**config.mk**
```make
export PLATFORM = sky130hd
export DESIGN_NAME = mem_req_ctrl_flat
export DESIGN_NICKNAME = d
export VERILOG_FILES = /design/src/rtl/mem_req_ctrl_pkg.sv /design/src/rtl/mem_req_ctrl_if.sv /design/src/rtl/mem_req_ctrl_sync_fifo.sv /design/src/rtl/mem_req_ctrl.sv /design/src/flat_wrapper.sv
export SDC_FILE = /design/constraint.sdc
export NUM_CORES = 1
export LEC_CHECK = 0
export BUFFER_PORTS_ARGS = -buffer_cell sky130_fd_sc_hd__buf_2
export CAP_MARGIN = 0
export CELL_PAD_IN_SITES_DETAIL_PLACEMENT = 1
export CELL_PAD_IN_SITES_GLOBAL_PLACEMENT = 2
export CORE_ASPECT_RATIO = 1.5
export CORE_MARGIN = 1.5
export CORE_UTILIZATION = 24
export CTS_CLUSTER_DIAMETER = 120
export DETAILED_ROUTE_END_ITERATION = 12
export PLACE_DENSITY = 0.47
export REMOVE_ABC_BUFFERS = 1
export SLEW_MARGIN = 20
export SYNTH_ARGS = -nofsm -noshare
export SYNTH_HDL_FRONTEND = slang
export SYNTH_SLANG_ARGS = --single-unit
```
**constraint.sdc**
```tcl
create_clock -name clk -period 11.5 [get_ports clk]
set_clock_uncertainty 0.2 [all_clocks]
set_input_delay 1.15 -clock clk [delete_from_list [all_inputs] [get_ports clk]]
set_output_delay 1.15 -clock clk [all_outputs]
set_load 0.005 [all_outputs]
```
**src/rtl/mem_req_ctrl_pkg.sv**
```systemverilog
// Shared types for the RAM request front-end: command/response records and controller states.
package mem_ctrl_pkg;

    localparam int ADDR_W     = 4;
    localparam int DATA_W     = 32;
    // Edges from a registered read to its data being sampled back from the RAM.
    localparam int RD_LATENCY = 2;

    typedef struct packed {
        logic              write;
        logic [ADDR_W-1:0] addr;
        logic [DATA_W-1:0] wdata;
    } cmd_t;

    typedef struct packed {
        logic [DATA_W-1:0] data;
        logic [ADDR_W-1:0] addr;
    } rsp_t;

    typedef enum logic [1:0] {
        IDLE,
        RUN,
        DRAIN
    } ctrl_state_e;

endpackage

```
**src/rtl/mem_req_ctrl_if.sv**
```systemverilog
// Request and response valid/ready channels between a client and mem_req_ctrl.
interface mem_req_ctrl_if #(
    parameter int ADDR_WIDTH = 4,
    parameter int DATA_WIDTH = 32
);
    logic                  req_valid;
    logic                  req_ready;
    logic                  req_write;
    logic [ADDR_WIDTH-1:0] req_addr;
    logic [DATA_WIDTH-1:0] req_wdata;
    logic                  rsp_valid;
    logic                  rsp_ready;
    logic [DATA_WIDTH-1:0] rsp_data;
    logic [ADDR_WIDTH-1:0] rsp_addr;

    modport master (
        output req_valid, req_write, req_addr, req_wdata, rsp_ready,
        input  req_ready, rsp_valid, rsp_data, rsp_addr
    );

    modport slave (
        input  req_valid, req_write, req_addr, req_wdata, rsp_ready,
        output req_ready, rsp_valid, rsp_data, rsp_addr
    );
endinterface

```
**src/rtl/mem_req_ctrl_sync_fifo.sv**
```systemverilog
// Registered-pointer FIFO, no fall-through; a pop on empty is ignored, a push on full
// is accepted only when a pop frees the slot in the same cycle. clear empties it.
module sync_fifo #(
    parameter int WIDTH = 8,
    parameter int DEPTH = 4
) (
    input  logic             clk,
    input  logic             rst,
    input  logic             clear,
    input  logic             push,
    input  logic [WIDTH-1:0] wdata,
    input  logic             pop,
    output logic [WIDTH-1:0] rdata,
    output logic             full,
    output logic             empty,
    output logic [$clog2(DEPTH):0] count
);
    localparam int PW = $clog2(DEPTH);

    logic [WIDTH-1:0] store [DEPTH];
    logic [PW-1:0]    wr_ptr, rd_ptr;
    logic [PW:0]      cnt;
    logic             do_push, do_pop;

    assign empty   = (cnt == '0);
    assign full    = (cnt == (PW+1)'(DEPTH));
    assign count   = cnt;
    assign rdata   = store[rd_ptr];
    assign do_pop  = pop && !empty;
    assign do_push = push && (!full || do_pop);

    always_ff @(posedge clk or negedge rst) begin
        if (!rst) begin
            wr_ptr <= '0;
            rd_ptr <= '0;
            cnt    <= '0;
        end else if (clear) begin
            wr_ptr <= '0;
            rd_ptr <= '0;
            cnt    <= '0;
        end else begin
            if (do_push) wr_ptr <= wr_ptr + PW'(1);
            if (do_pop)  rd_ptr <= rd_ptr + PW'(1);
            cnt <= cnt + (PW+1)'(do_push) - (PW+1)'(do_pop);
        end
    end

    always_ff @(posedge clk) begin
        if (do_push && !clear) store[wr_ptr] <= wdata;
    end
endmodule

```
**src/rtl/mem_req_ctrl.sv**
```systemverilog
// In-order request front-end for the single-port RAM: command FIFO -> registered issue -> response FIFO.
// Reads issue only while a response slot is reserved for them, so the response FIFO never overflows.
module mem_req_ctrl
    import mem_ctrl_pkg::*;
#(
    parameter int ADDR_WIDTH = ADDR_W,
    parameter int DATA_WIDTH = DATA_W,
    parameter int CMD_DEPTH  = 4,
    parameter int RSP_DEPTH  = 4
) (
    input  logic                  clk,
    input  logic                  rst,
    mem_req_ctrl_if.slave         bus,
    input  logic                  flush,
    output logic                  mem_en,
    output logic [ADDR_WIDTH-1:0] mem_addr,
    output logic [DATA_WIDTH-1:0] mem_wdata,
    input  logic [DATA_WIDTH-1:0] mem_rdata,
    input  logic                  mem_valid,
    output logic                  busy,
    output logic                  err
);
    localparam int CW = $clog2(RSP_DEPTH) + 2;

    ctrl_state_e state, state_nxt;
    cmd_t        cmd_in, cmd_head;
    rsp_t        rsp_in, rsp_head;
    logic        cmd_full, cmd_empty, rsp_full, rsp_empty;
    logic [$clog2(CMD_DEPTH):0] cmd_count;
    logic [$clog2(RSP_DEPTH):0] rsp_count;
    logic [RD_LATENCY-1:0]      rd_pend;
    logic [ADDR_WIDTH-1:0]      rd_addr [RD_LATENCY];
    logic [CW-1:0]              in_use;
    logic        has_credit, issue, accept, rsp_pop;

    // Reserved slots: entries already held plus reads still travelling through the RAM.
    assign in_use     = CW'(rsp_count) + CW'(rd_pend[0]) + CW'(rd_pend[1]);
    assign has_credit = !rsp_full && (in_use < CW'(RSP_DEPTH));
    assign issue      = !cmd_empty && !flush && (cmd_head.write || has_credit);

    assign bus.req_ready = !flush && (state != DRAIN) && (!cmd_full || issue);
    assign accept        = bus.req_valid && bus.req_ready;
    assign cmd_in        = '{write: bus.req_write, addr: bus.req_addr, wdata: bus.req_wdata};

    sync_fifo #(.WIDTH($bits(cmd_t)), .DEPTH(CMD_DEPTH)) u_cmd_fifo (
        .clk(clk), .rst(rst), .clear(flush),
        .push(accept), .wdata(cmd_in), .pop(issue), .rdata(cmd_head),
        .full(cmd_full), .empty(cmd_empty), .count(cmd_count)
    );

    assign rsp_in  = '{data: mem_rdata, addr: rd_addr[RD_LATENCY-1]};
    assign rsp_pop = bus.rsp_ready && !rsp_empty;

    sync_fifo #(.WIDTH($bits(rsp_t)), .DEPTH(RSP_DEPTH)) u_rsp_fifo (
        .clk(clk), .rst(rst), .clear(1'b0),
        .push(rd_pend[RD_LATENCY-1]), .wdata(rsp_in), .pop(rsp_pop), .rdata(rsp_head),
        .full(rsp_full), .empty(rsp_empty), .count(rsp_count)
    );

    assign bus.rsp_valid = !rsp_empty;
    assign bus.rsp_data  = rsp_head.data;
    assign bus.rsp_addr  = rsp_head.addr;

    always_ff @(posedge clk or negedge rst) begin
        if (!rst) begin
            mem_en     <= 1'b0;
            mem_addr   <= '0;
            mem_wdata  <= '0;
            rd_pend    <= '0;
            rd_addr[0] <= '0;
            rd_addr[1] <= '0;
            err        <= 1'b0;
        end else begin
            mem_en <= issue && cmd_head.write;
            if (issue) begin
                mem_addr  <= cmd_head.addr;
                mem_wdata <= cmd_head.write ? cmd_head.wdata : '0;
            end
            rd_pend <= {rd_pend[0], issue && !cmd_head.write};
            if (issue && !cmd_head.write) rd_addr[0] <= cmd_head.addr;
            rd_addr[1] <= rd_addr[0];
            // mem_valid is also high on idle cycles, so it is only judged when a read is due.
            if (rd_pend[RD_LATENCY-1] && !mem_valid) err <= 1'b1;
        end
    end

    always_ff @(posedge clk or negedge rst) begin
        if (!rst) state <= IDLE;
        else      state <= state_nxt;
    end

    always_comb begin
        state_nxt = state;
        case (state)
            IDLE:    if (accept) state_nxt = RUN;
            RUN:     if (cmd_empty && (rd_pend == '0) && !accept) state_nxt = IDLE;
            DRAIN:   if (rd_pend == '0) state_nxt = IDLE;
            default: state_nxt = IDLE;
        endcase
        if (flush) state_nxt = DRAIN;
    end

    assign busy = (state != IDLE) || (cmd_count != '0) || !rsp_empty || (rd_pend != '0);
endmodule

```
**src/flat_wrapper.sv**
```systemverilog
// flat-port wrapper written by rule: the top's interface ports become plain ports
module mem_req_ctrl_flat import mem_ctrl_pkg::*;
#(
    parameter int ADDR_WIDTH = ADDR_W,
    parameter int DATA_WIDTH = DATA_W,
    parameter int CMD_DEPTH  = 4,
    parameter int RSP_DEPTH  = 4
)
  (clk, rst, flush, mem_en, mem_addr, mem_wdata, mem_rdata, mem_valid, busy, err, bus_req_valid, bus_req_write, bus_req_addr, bus_req_wdata, bus_rsp_ready, bus_req_ready, bus_rsp_valid, bus_rsp_data, bus_rsp_addr);
  mem_req_ctrl_if #(.ADDR_WIDTH(ADDR_WIDTH), .DATA_WIDTH(DATA_WIDTH)) bus_i ();
  input  logic clk;
  input  logic rst;
  input  logic flush;
  output logic mem_en;
  output logic [ADDR_WIDTH-1:0] mem_addr;
  output logic [DATA_WIDTH-1:0] mem_wdata;
  input  logic [DATA_WIDTH-1:0] mem_rdata;
  input  logic mem_valid;
  output logic busy;
  output logic err;
  input wire logic [$bits(bus_i.req_valid)-1:0] bus_req_valid;
  input wire logic [$bits(bus_i.req_write)-1:0] bus_req_write;
  input wire logic [$bits(bus_i.req_addr)-1:0] bus_req_addr;
  input wire logic [$bits(bus_i.req_wdata)-1:0] bus_req_wdata;
  input wire logic [$bits(bus_i.rsp_ready)-1:0] bus_rsp_ready;
  output wire logic [$bits(bus_i.req_ready)-1:0] bus_req_ready;
  output wire logic [$bits(bus_i.rsp_valid)-1:0] bus_rsp_valid;
  output wire logic [$bits(bus_i.rsp_data)-1:0] bus_rsp_data;
  output wire logic [$bits(bus_i.rsp_addr)-1:0] bus_rsp_addr;
  assign bus_i.req_valid = bus_req_valid;
  assign bus_i.req_write = bus_req_write;
  assign bus_i.req_addr = bus_req_addr;
  assign bus_i.req_wdata = bus_req_wdata;
  assign bus_i.rsp_ready = bus_rsp_ready;
  assign bus_req_ready = bus_i.req_ready;
  assign bus_rsp_valid = bus_i.rsp_valid;
  assign bus_rsp_data = bus_i.rsp_data;
  assign bus_rsp_addr = bus_i.rsp_addr;
  mem_req_ctrl #(.ADDR_WIDTH(ADDR_WIDTH), .DATA_WIDTH(DATA_WIDTH), .CMD_DEPTH(CMD_DEPTH), .RSP_DEPTH(RSP_DEPTH)) u_core (.clk(clk), .rst(rst), .bus(bus_i), .flush(flush), .mem_en(mem_en), .mem_addr(mem_addr), .mem_wdata(mem_wdata), .mem_rdata(mem_rdata), .mem_valid(mem_valid), .busy(busy), .err(err));
endmodule
```
==> results.txt <==
Status: finished, final reports clean
Layout area overhead: 21.8%
Total routed wirelength: 31000 um
Worst Setup End Kind: output pin
Synth Area in Compound Gates: 2.98%
Final period util: 34.8%
CP cell instances: mux2_2 -> and4_1 -> nor2_1 -> buf_2
# IOs: 152
Synth Register Bits: 356
Initial antenna violation count: 3
Main area contributors after synthesis: edfxtp_1, mux4_2, dfrtp_1
Power Dens Cells: 232 nW/um^2
Number of max-cap violations: 0
Tightest Pin Transition: 875 ps
Remaining global-route overflow: 0
Final setup vio count: 0
Final instance area: 16200 um^2
Total Power: 0.00375 W
TritonCTS clock tree: built
Hold Fails Final Rpt: 0
Clk buf depth: 3
Largest net degree at the start of global routing: 65
Fraction of synthesized cell area in xor and xnor cells: 0.395%
RePlAce Congestion: 0.647
Mapped Area: 13300 um^2
Yosys warnings: 0
Reg power frac: 44.7%
CTS buffer count: 38
Top-count cell post-synth: edfxtp_1
Cell Int Power: 0.00271 W
Cts repair resizes: 0
Hold WC Path Type: reg -> reg
DRT iter0 DRCs: 177
EDFF count, synth: 292
Starting Density: 24.3%
Simple-Gate Fraction of Synth Area: 2.02%
# fillers: 5604
Worst-path clk slew: 60 ps
Crit path largest cell delay: 980 ps
Antenna diodes: 0
Layout cells sized above 1: 39.2%
CP top delay family: flip-flops
Detailed Place HPWL: 18000 um
CTS root buf: clkbuf_16
Vias in the first global route: 7297
CP max-delay cell: dfrtp_4
Die H: 291 um
PortBufs: 151
Worst-Skew Late Latency: 550 ps
Synth Area in Adders: 1.62%
Largest family of logic cells by synthesized area: multiplexers
Buf/Inv on CP: 1
WS Path Type: reg -> out
DP Area: 14900 um^2
Hold WS: 178 ps
Clk pwr share: 33.3%
CP max FO: 39
Yosys cell types: 44
Sequential area share after synthesis: 78.0%
CP startpoint kind: register
Arr. time, crit path: 2660 ps
Clock sinks: 356
Comb pwr share: 22.1%
Syn Inst Count: 603
Max frequency: 0.250 GHz
Vias per cell: 4.23
Die Wd: 195 um
Core region area: 54700 um^2
Global-route wire length before repair: 47100 um
Post-CTS Setup Bufs: 0
Max Slew Vio Count: 0
Worst Path Required: 10150 ps
Final Critical Period: 4010 ps
Top cells by instance count after synthesis: edfxtp_1, mux4_2, dfrtp_1, a22o_1
Mux share of post-synthesis cell area: 13.4%
P_sw: 0.00104 W
Overall routing resource usage: 11.1%
Net Sw Frac: 27.7%
Die area: 56800 um^2
Rows: 105
Synth Flop Type: edfxtp_1
Unrepaired setup endpoints after global routing: false
Setup TNS: 0 ps
DR vias: 6364
Post-synth top area cell: edfxtp_1
Max-slew headroom: 41.7%
Synth top area share: 66.0%
VDD IR max: 132 uV
Leakage dissipation: 5.69 nW
H-tree depth: 2
DR WL/cell: 20.6 um
Drt first pass iters: 4
NumNets Final: 870
Avg Inst Size Synth: 22.0 um^2
Fraction of registers with async set/reset: 18.0%
Final ANT Viol Nets: 0
Hold buffer count at CTS: 0
DRC Markers: 0
==> metrics by stage <==
stage / worst slack [ps] / utilization (%) / instances
floorplan: 5710 / - / 575
global placement: 7530 / 27.3 / 1434
detailed placement: 7500 / 27.3 / 1434
CTS: 7320 / 29.6 / 1504
global route: 7260 / 29.6 / 1504
finish: 7490 / 29.6 / 1504
==> power by group through the flow <==
stage                     Clock [W]  Combinational [W]  Sequential, W
final                       0.00125           0.000828        0.00167
after global routing        0.00134           0.000921        0.00170
after CTS                   0.00130           0.000865        0.00168
after detailed placement          0           0.000865        0.00171
after global placement            0           0.000859        0.00171
after floorplan                   0           0.000467        0.00172
==> flip-flops by register name (all words and copies together), names as in the netlist <==
| name | cells |
|---|---|
| u_core.u_cmd_fifo.rd_ptr | 2 |
| u_core.mem_addr | 4 |
| u_core.state | 2 |
| u_core.rd_addr | 8 |
| u_core.u_cmd_fifo.count | 3 |
| u_core.err | 1 |
| u_core.u_cmd_fifo.store | 148 |
| u_core.u_cmd_fifo.wr_ptr | 2 |
| u_core.mem_wdata | 32 |
| u_core.u_rsp_fifo.wr_ptr | 2 |
| u_core.u_rsp_fifo.store | 144 |
| u_core.u_rsp_fifo.count | 3 |
| u_core.mem_en | 1 |
| u_core.rd_pend | 2 |
| u_core.u_rsp_fifo.rd_ptr | 2 |
==> final timing paths <==
kind	from	endpoint	slack [ps]	cells after the start
max	u_core.u_cmd_fifo.rd_ptr[0]	bus_req_ready	7490	4
min	u_core.rd_addr[4]	u_core.rd_addr[0]	180	0
max reg2reg	u_core.u_cmd_fifo.rd_ptr[0]	u_core.u_cmd_fifo.count[2]	7680	12
min reg2reg	u_core.rd_addr[4]	u_core.rd_addr[0]	180	0
max in group asynchronous	rst	u_core.u_cmd_fifo.rd_ptr[0]	10120	1
min in group asynchronous	rst	u_core.mem_wdata[23]	440	1
==> cells in the final DEF (no fill, tap or decap), types with 4 or more instances in the layout <==
cell,netlist,layout
mux4_2,72,72
dfrtp_1,64,60
clkbuf_16,0,41
clkinv_2,0,8
clkbuf_1,14,11
buf_4,0,13
mux2i_1,4,4
mux2_2,7,7
nor2_1,12,12
nand2_1,4,4
inv_1,14,14
ha_1,14,14
a22o_1,32,32
nor3b_2,0,4
edfxtp_1,292,292
buf_2,7,150
and2_2,0,4
mux2_1,4,4
==> metal layers <==
layer	part of all wire, %	track usage [%]	vias up
met3	6.6	3.81	47
met2	51	19.8	162
met5	0.094	0	-
met1	40	12.4	3333
li1	-	-	2816
met4	2.4	3.46	6
==> area by class of cell <==
class / instances / area (um^2) / area share [%]
Clock buffer: 54 / 1090 / 6.77
Clock inverter: 16 / 170 / 1.05
Inverter: 15 / 56.3 / 0.348
Multi-Input combinational cell: 204 / 2750 / 17.0
Sequential cell: 356 / 10400 / 64.1
Tap cell: 695 / 870 / 5.38
Timing Repair Buffer: 164 / 860 / 5.31
==> logic make-up (layout without fill, tap and decap cells) <==
kind of cell / after synthesis / after routing
DFF: 356 / 356
muxes: 87 / 87
AOI/OAI and AO/OA: 48 / 48
and+or+nand+nor: 47 / 47
buffers and inverters: 43 / 249
adders and majority gates: 16 / 16
xor gates and xnor gates: 6 / 6
No activity file was read; power rests on OpenSTA's default activity.
